### config.mk
export PLATFORM = sky130hd
export DESIGN_NAME = regfile_readback_seq
export DESIGN_NICKNAME = d
export VERILOG_FILES = /design/src/rtl/regfile_readback_seq.sv
export SDC_FILE = /design/constraint.sdc
export NUM_CORES = 1
export LEC_CHECK = 0
export BUFFER_PORTS_ARGS = -buffer_cell sky130_fd_sc_hd__buf_2
export CORE_ASPECT_RATIO = 0.8
export CORE_MARGIN = 5
export CORE_UTILIZATION = 35
export CTS_BUF_LIST = sky130_fd_sc_hd__clkbuf_4
export CTS_CLUSTER_DIAMETER = 30
export DETAILED_ROUTE_END_ITERATION = 16
export PLACE_DENSITY = 0.65
export SYNTH_ARGS = -nofsm -noshare
export SYNTH_HDL_FRONTEND = slang
export SYNTH_SLANG_ARGS = --single-unit
### constraint.sdc
create_clock -name clk -period 2.55 [get_ports clk]
set_input_delay 0.51 -clock clk [delete_from_list [all_inputs] [get_ports clk]]
set_output_delay 0.51 -clock clk [all_outputs]
set_load 0.005 [all_outputs]
### src/rtl/regfile_readback_seq.sv
// Register-file readback sequencer: sweeps a register range through the read mux and
// streams captured words over valid/ready; also decodes the one-hot write-enable bus.
module regfile_readback_seq #(
    parameter int DATA_W    = 16,
    parameter int FIRST_REG = 0,
    parameter int LAST_REG  = 15
) (
    input  logic              clk,
    input  logic              reset_n,
    input  logic              start,
    input  logic              abort,
    output logic              busy,
    output logic              done,
    output logic [4:0]        rd_sel,
    input  logic [DATA_W-1:0] rd_data,
    output logic              out_valid,
    input  logic              out_ready,
    output logic [3:0]        out_index,
    output logic [DATA_W-1:0] out_data,
    output logic              out_stale,
    input  logic [15:0]       wr_en,
    output logic              wr_hit,
    output logic [3:0]        wr_idx,
    output logic              wr_multi
);

    localparam logic [3:0] FIRST_IDX = 4'(FIRST_REG);
    localparam logic [3:0] LAST_IDX  = 4'(LAST_REG);

    typedef enum logic [1:0] {IDLE, READ, HOLD, DONE} state_t;

    state_t     state;
    logic [3:0] idx;

    // Select code 0 means "no register", so indices are offset by one.
    function automatic logic [4:0] sel_code(input logic [3:0] i);
        return {1'b0, i} + 5'd1;
    endfunction

    always_ff @(posedge clk or negedge reset_n) begin
        if (!reset_n) begin
            state     <= IDLE;
            idx       <= '0;
            busy      <= 1'b0;
            done      <= 1'b0;
            rd_sel    <= '0;
            out_valid <= 1'b0;
            out_index <= '0;
            out_data  <= '0;
            out_stale <= 1'b0;
        end else if (abort && state != IDLE) begin
            // Abort wins over a same-cycle handshake and suppresses the done pulse.
            state     <= IDLE;
            busy      <= 1'b0;
            done      <= 1'b0;
            rd_sel    <= '0;
            out_valid <= 1'b0;
        end else begin
            case (state)
                IDLE: begin
                    if (start) begin
                        idx    <= FIRST_IDX;
                        rd_sel <= sel_code(FIRST_IDX);
                        busy   <= 1'b1;
                        state  <= READ;
                    end
                end
                READ: begin
                    out_data  <= rd_data;
                    out_index <= idx;
                    out_valid <= 1'b1;
                    out_stale <= 1'b0;
                    rd_sel    <= '0;
                    state     <= HOLD;
                end
                HOLD: begin
                    if (wr_en[out_index])
                        out_stale <= 1'b1;
                    if (out_ready) begin
                        out_valid <= 1'b0;
                        if (idx == LAST_IDX) begin
                            busy  <= 1'b0;
                            done  <= 1'b1;
                            state <= DONE;
                        end else begin
                            idx    <= idx + 4'd1;
                            rd_sel <= sel_code(idx + 4'd1);
                            state  <= READ;
                        end
                    end
                end
                DONE: begin
                    done  <= 1'b0;
                    state <= IDLE;
                end
                default: state <= IDLE;
            endcase
        end
    end

    logic [3:0] low_idx;
    logic       multi;

    always_comb begin
        low_idx = '0;
        for (int i = 15; i >= 0; i--)
            if (wr_en[i]) low_idx = 4'(i);
        // Clearing the lowest set bit leaves something only if two or more were set.
        multi = |(wr_en & (wr_en - 16'd1));
    end

    always_ff @(posedge clk or negedge reset_n) begin
        if (!reset_n) begin
            wr_hit   <= 1'b0;
            wr_idx   <= '0;
            wr_multi <= 1'b0;
        end else begin
            wr_hit   <= |wr_en;
            wr_idx   <= low_idx;
            wr_multi <= multi;
        end
    end

endmodule
* Word level (Yosys, flattened, before mapping) *
Cells that the tools add are included.

word-level totals
  flip-flop bits (word level) = 41
  input bits = 37
  output and inout bits = 35
  word-level logic and storage cells = 95

operators by class
  add/sub/neg operators = 3
  $lt $le $gt $ge = 1
  equal/unequal tests = 12
  mux-type cells = 46
  bitwise operators = 2
  reductions and logical operators = 19

operator list
  cell                                                        number
  two-way mux 4 bit                                           19
  OR reduction 16 bit                                         2
  two-way mux 5 bit                                           4
  bitwise AND 16 bit                                          1
  subtractor 16 x 1 -> 16 bit, second input constant          1
  one-hot mux 5 bit (3 select lines)                          1
  != test 3 bit, second input constant                        4
  two-way mux 1 bit                                           11
  nonzero test 3 bit                                          3
  two-way mux 2 bit                                           4
  != test 2 bit, second input constant                        4
  one-hot mux 1 bit (2 select lines)                          4
  one-hot mux 2 bit (4 select lines)                          1
  one-hot mux 4 bit (2 select lines)                          1
  AND reduction 4 bit                                         2
  AND reduction 2 bit                                         3
  AND reduction 3 bit                                         2
  nonzero test 2 bit                                          3
  adder 4 x 1 -> 5 bit, second input constant                 1
  less-than comparator 4 x 5 -> 1 bit, second input constant  1
  AND reduction 5 bit                                         1
  adder 4 x 1 -> 4 bit, second input constant                 1
  binary-select mux 1 bit (select 4 bit)                      1
  == test 2 bit, second input constant                        2
  6 further kinds                                             6

* Logic depth before layout (Yosys ltp) *
  depth in word-level cells = 16
  depth in mapped cells = 8
  gate-level depth less buffers = 7

* Least setup slack after synthesis *
Ideal clock, no wire load.

  path kind = in2reg
  start point = input port wr_en[0]
  end point = register wr_multi
  setup time = 0.145 ns
  arrival = 1.697 ns
  data required time = 2.405 ns
  path slack = 0.708 ns
  cell stages on the path = 5
  path buffers = 0
  path through = or4_4 > nor3_4 > nand4b_1 > a22oi_1 > nand4_1

between the ends
  longest elaborated chain between the ends = 3

RTL lines
  item                         line  source
  start, declared              21    input logic [15:0] wr_en,
  subtractor 16 x 1 -> 16 bit  109   multi = |(wr_en & (wr_en - 16'd1));
  bitwise AND 16 bit (*)       109
  OR reduction 16 bit (*)      109
  net multi                    102   logic multi;
  end signal, assigned         120   wr_multi <= multi;
  end, declared                24    output logic wr_multi

Mark *: on every way through the listed nets, which the timed path passes. The rest lies on a longest branch.
A chain may end at the register's enable or synchronous reset.

* Final worst setup path *
  start point = register state[1]
  end point = register idx[3]

between the ends
  longest elaborated chain between the ends = 4
  elaborated cells on any way between the ends = 11
  those cells by class = 4 x eq/ne; 1 x mux; 1 x bitwise; 5 x reduce/logical

RTL lines
  item                                                         line  source
  start, declared                                              32    state_t state;
  start signal, assigned                                       42    state <= IDLE;
  start signal, assigned                                       53    state <= IDLE;
  start signal, assigned                                       65    state <= READ;
  branches (longest 4 deep; another with AND reduction 5 bit)  n/a
  end signal, assigned                                         86    idx <= idx + 4'd1;
  end, declared                                                33    logic [3:0] idx;

Several ways; the timed one is not identified.

==> impl_metrics.env <==
export IMPL_required_ns=2.79
export IMPL_clockBufferDepth=2
export IMPL_cts_root_buf="clkbuf_4"
export IMPL_relSlewSlack_pct=41.0
export IMPL_synth_area_leader_cell="dfrtp_1"
export IMPL_syn_to_final_growth_pct=23.0
export IMPL_dr_pass1_iters=5
export IMPL_p_comb_share_pct=42.9
export IMPL_fmax_mhz=476
export IMPL_rr_endpoint="idx[3]$_DFFE_PN0P_"
export IMPL_grt_total_usage_pct=13.3
export IMPL_synth_distinct_cells=48
export IMPL_ff_latch_area_mm2=0.00103
export IMPL_setup_viol=0
export IMPL_intPower_mw=1.41
export IMPL_clock_power_share_pct=14.3
export IMPL_async_reset_ff_share_pct=100
export IMPL_seq_area_frac_synth_pct=46.1
export IMPL_clock_latency_ns=0.35
export IMPL_period_share_pct=82.4
export IMPL_worstSetupEndpointType="register"
export IMPL_multi_input_area_mm2=0.00115
export IMPL_p_switching_mw=0.825
export IMPL_cts_sink_count=41
export IMPL_max_vdd_ir_drop_mv=0.240
export IMPL_critPathArrivalTime_ns=2.34
export IMPL_crit_start="state[1]$_DFFE_PN0P_"
export IMPL_viasPerCell=5.08
export IMPL_avgSynthCellArea_um2=10.8
export IMPL_power_mw=2.24
export IMPL_synth_ff_type="dfrtp_1"
export IMPL_finalSetupTns_ns=0
export IMPL_worstSetupPathType="reg2reg"
export IMPL_final_common_cell="buf_2"
export IMPL_syn_nets=249
export IMPL_n_fill_cell=608
export IMPL_die_area_mm2=0.00806
export IMPL_synthCells=206
export IMPL_synth_area_leaders="dfrtp_1 46%, mux2_1 9.6%, mux4_2 4.0%"
export IMPL_clk_pin_slew_ns=0.13
export IMPL_path_max_fanout=9
export IMPL_drt_iter0_markers=91
export IMPL_fin_skew_ns=0.0152
export IMPL_synth_seq_cells=41
export IMPL_dp_hpwl_um=3950
export IMPL_yosys_warnings=0
export IMPL_worstMarginPinSlew_ns=0.885
export IMPL_h_tree_depth=2
export IMPL_initial_utilization_pct=35.4
export IMPL_finalMaxSlewViolations=0
export IMPL_io_pins=72
export IMPL_n_antenna_cell=0
export IMPL_r2r_slack_ns=0.45
export IMPL_nNetsFinal=325
export IMPL_cts_tree="yes"
export IMPL_start_kind="register"
export IMPL_die_h_um=81.3
export IMPL_grt_max_degree=42
export IMPL_run_status="completed"
export IMPL_rr_startpoint="state[1]$_DFFE_PN0P_"
export IMPL_antenna_found_initial=0
export IMPL_gp_congestion=0.813
export IMPL_crit_end="idx[3]$_DFFE_PN0P_"
export IMPL_coreArea_mm2=0.00628
export IMPL_synth_edff_count=0
export IMPL_drc_errors=0
export IMPL_grt_overflow=0
export IMPL_power_density_mw_per_mm2=818
export IMPL_hold_viol_final=0
export IMPL_switching_share_pct=36.9
export IMPL_first_global_vias=1854
export IMPL_pwr_share_seq_pct=42.8
export IMPL_die_w_um=99.1
export IMPL_wl_per_cell_um=13.8
export IMPL_grt_first_pass_wirelength_um=8560
export IMPL_drtAntennaViolNets=0
export IMPL_ctsResizeCount=0
export IMPL_drive_gt1_share_pct=33.2
export IMPL_hold_buffers=0
export IMPL_post_cts_buffers=0
export IMPL_mostFrequentLayoutCells="71 x buf_2, 41 x dfrtp_1, 21 x nand2_1"
export IMPL_vias=1864
export IMPL_drv_cap=0
export IMPL_io_buffers=71
export IMPL_min_period_ns=2.10
export IMPL_wirelength_um=5060
export IMPL_leakage_nw=1.28
export IMPL_synth_top_area_share_pct=46.1
export IMPL_syn_cell_area_mm2=0.00222
export IMPL_rsz0062_at_grt="no"
export IMPL_rows=26
export IMPL_numCtsBuffers=5
export IMPL_hp_class="in2async"
export IMPL_r2r_cells=6
==> layer usage <==
| layer | track usage, % | vias to the layer above | wire length (um) |
|---|---|---|---|
| met5 | 0 | - | 0 |
| met4 | 4.77 | 0 | 72 |
| met3 | 2.66 | 7 | 347 |
| met2 | 21.5 | 61 | 2230 |
| met1 | 17.9 | 881 | 2410 |
| li1 | - | 915 | - |
==> cell families after synthesis <==
logic type      after synthesis  synth area share (%)
compound gates               42                  12.5
buf+inv                      13                  2.36
mux                          28                  16.8
flops                        41                  46.1
fa+ha+maj                     8                  4.27
simple gates                 69                  15.9
xor+xnor                      5                  1.97
==> metrics by stage <==
step | std cells | utilization [%] | worst slack, ns | hold slack, ns | cell area (um2)
floorplan | 206 | - | 0.708 | 0.214 | 2220
global placement | 359 | 42.7 | 0.490 | 0.468 | 2680
detailed placement | 359 | 42.7 | 0.435 | 0.467 | 2680
CTS | 367 | 43.6 | 0.451 | 0.296 | 2740
global route | 367 | 43.6 | 0.324 | 0.343 | 2740
finish | 367 | 43.6 | 0.448 | 0.265 | 2740
==> state kept, by name, indices dropped and copies added (netlist names) <==
| register | cells |
|---|---|
| busy | 1 |
| done | 1 |
| idx | 4 |
| out_data | 16 |
| out_index | 4 |
| out_stale | 1 |
| out_valid | 1 |
| rd_sel | 5 |
| state | 2 |
| wr_hit | 1 |
| wr_idx | 4 |
| wr_multi | 1 |
==> how the worst min path moves through the flow <==
stage,from,to,slack [ns],depth (start not counted)
2_1_floorplan,reset_n,busy$_DFFE_PN0P_,0.21,0
3_3_place_gp,rd_sel[2]$_DFFE_PN0P_,rd_sel[2]$_DFFE_PN0P_,0.47,2
3_5_place_dp,rd_sel[1]$_DFFE_PN0P_,rd_sel[1]$_DFFE_PN0P_,0.47,2
4_1_cts,reset_n,busy$_DFFE_PN0P_,0.30,1
5_1_grt,reset_n,busy$_DFFE_PN0P_,0.34,1
6_report,reset_n,rd_sel[4]$_DFFE_PN0P_,0.26,1
==> layout make-up <==
class / count / share of cell area, %
multi-input cells: 152 / 41.9
repair buffers: 73 / 13.5
clock buffers: 5 / 1.37
clock inverters: 3 / 0.640
well taps: 84 / 3.84
flip-flops and latches: 41 / 37.5
inverters: 9 / 1.23
==> critical path, cell delays in order, from the launching register on <==
cell and delay [ns]:
dfrtp_1 0.46, inv_1 0.12, ha_1 0.26, nand2b_1 0.31, nand3_1 0.16, nor2_1 0.32
mux2_1 0.36
==> Yosys cell counts (all sizes together) (2+ instances only) <==
cell type  number
o21ai          13
nor3            3
nand3           9
o31ai           4
nand2          21
a31oi           2
a211oi          3
a21oi           5
nand2b          5
dfrtp          41
mux2           22
xnor2           3
nor2           17
nand4           2
mux4            5
inv             9
ha              6
buf             3
maj3            2
o21bai          3
a21boi          2
or4             2
nor2b           3
o211ai          2
xor2            2
==> power by group through the flow <==
stage / clock network (mW) / registers (mW) / logic [mW]
2_1_floorplan: 0 / 0.988 / 0.585
3_3_place_gp: 0 / 0.969 / 0.959
3_5_place_dp: 0 / 0.981 / 0.970
4_1_cts: 0.335 / 0.966 / 0.973
5_1_grt: 0.365 / 0.990 / 1.08
6_report: 0.320 / 0.958 / 0.960
Power figures use the tool's default switching activity.
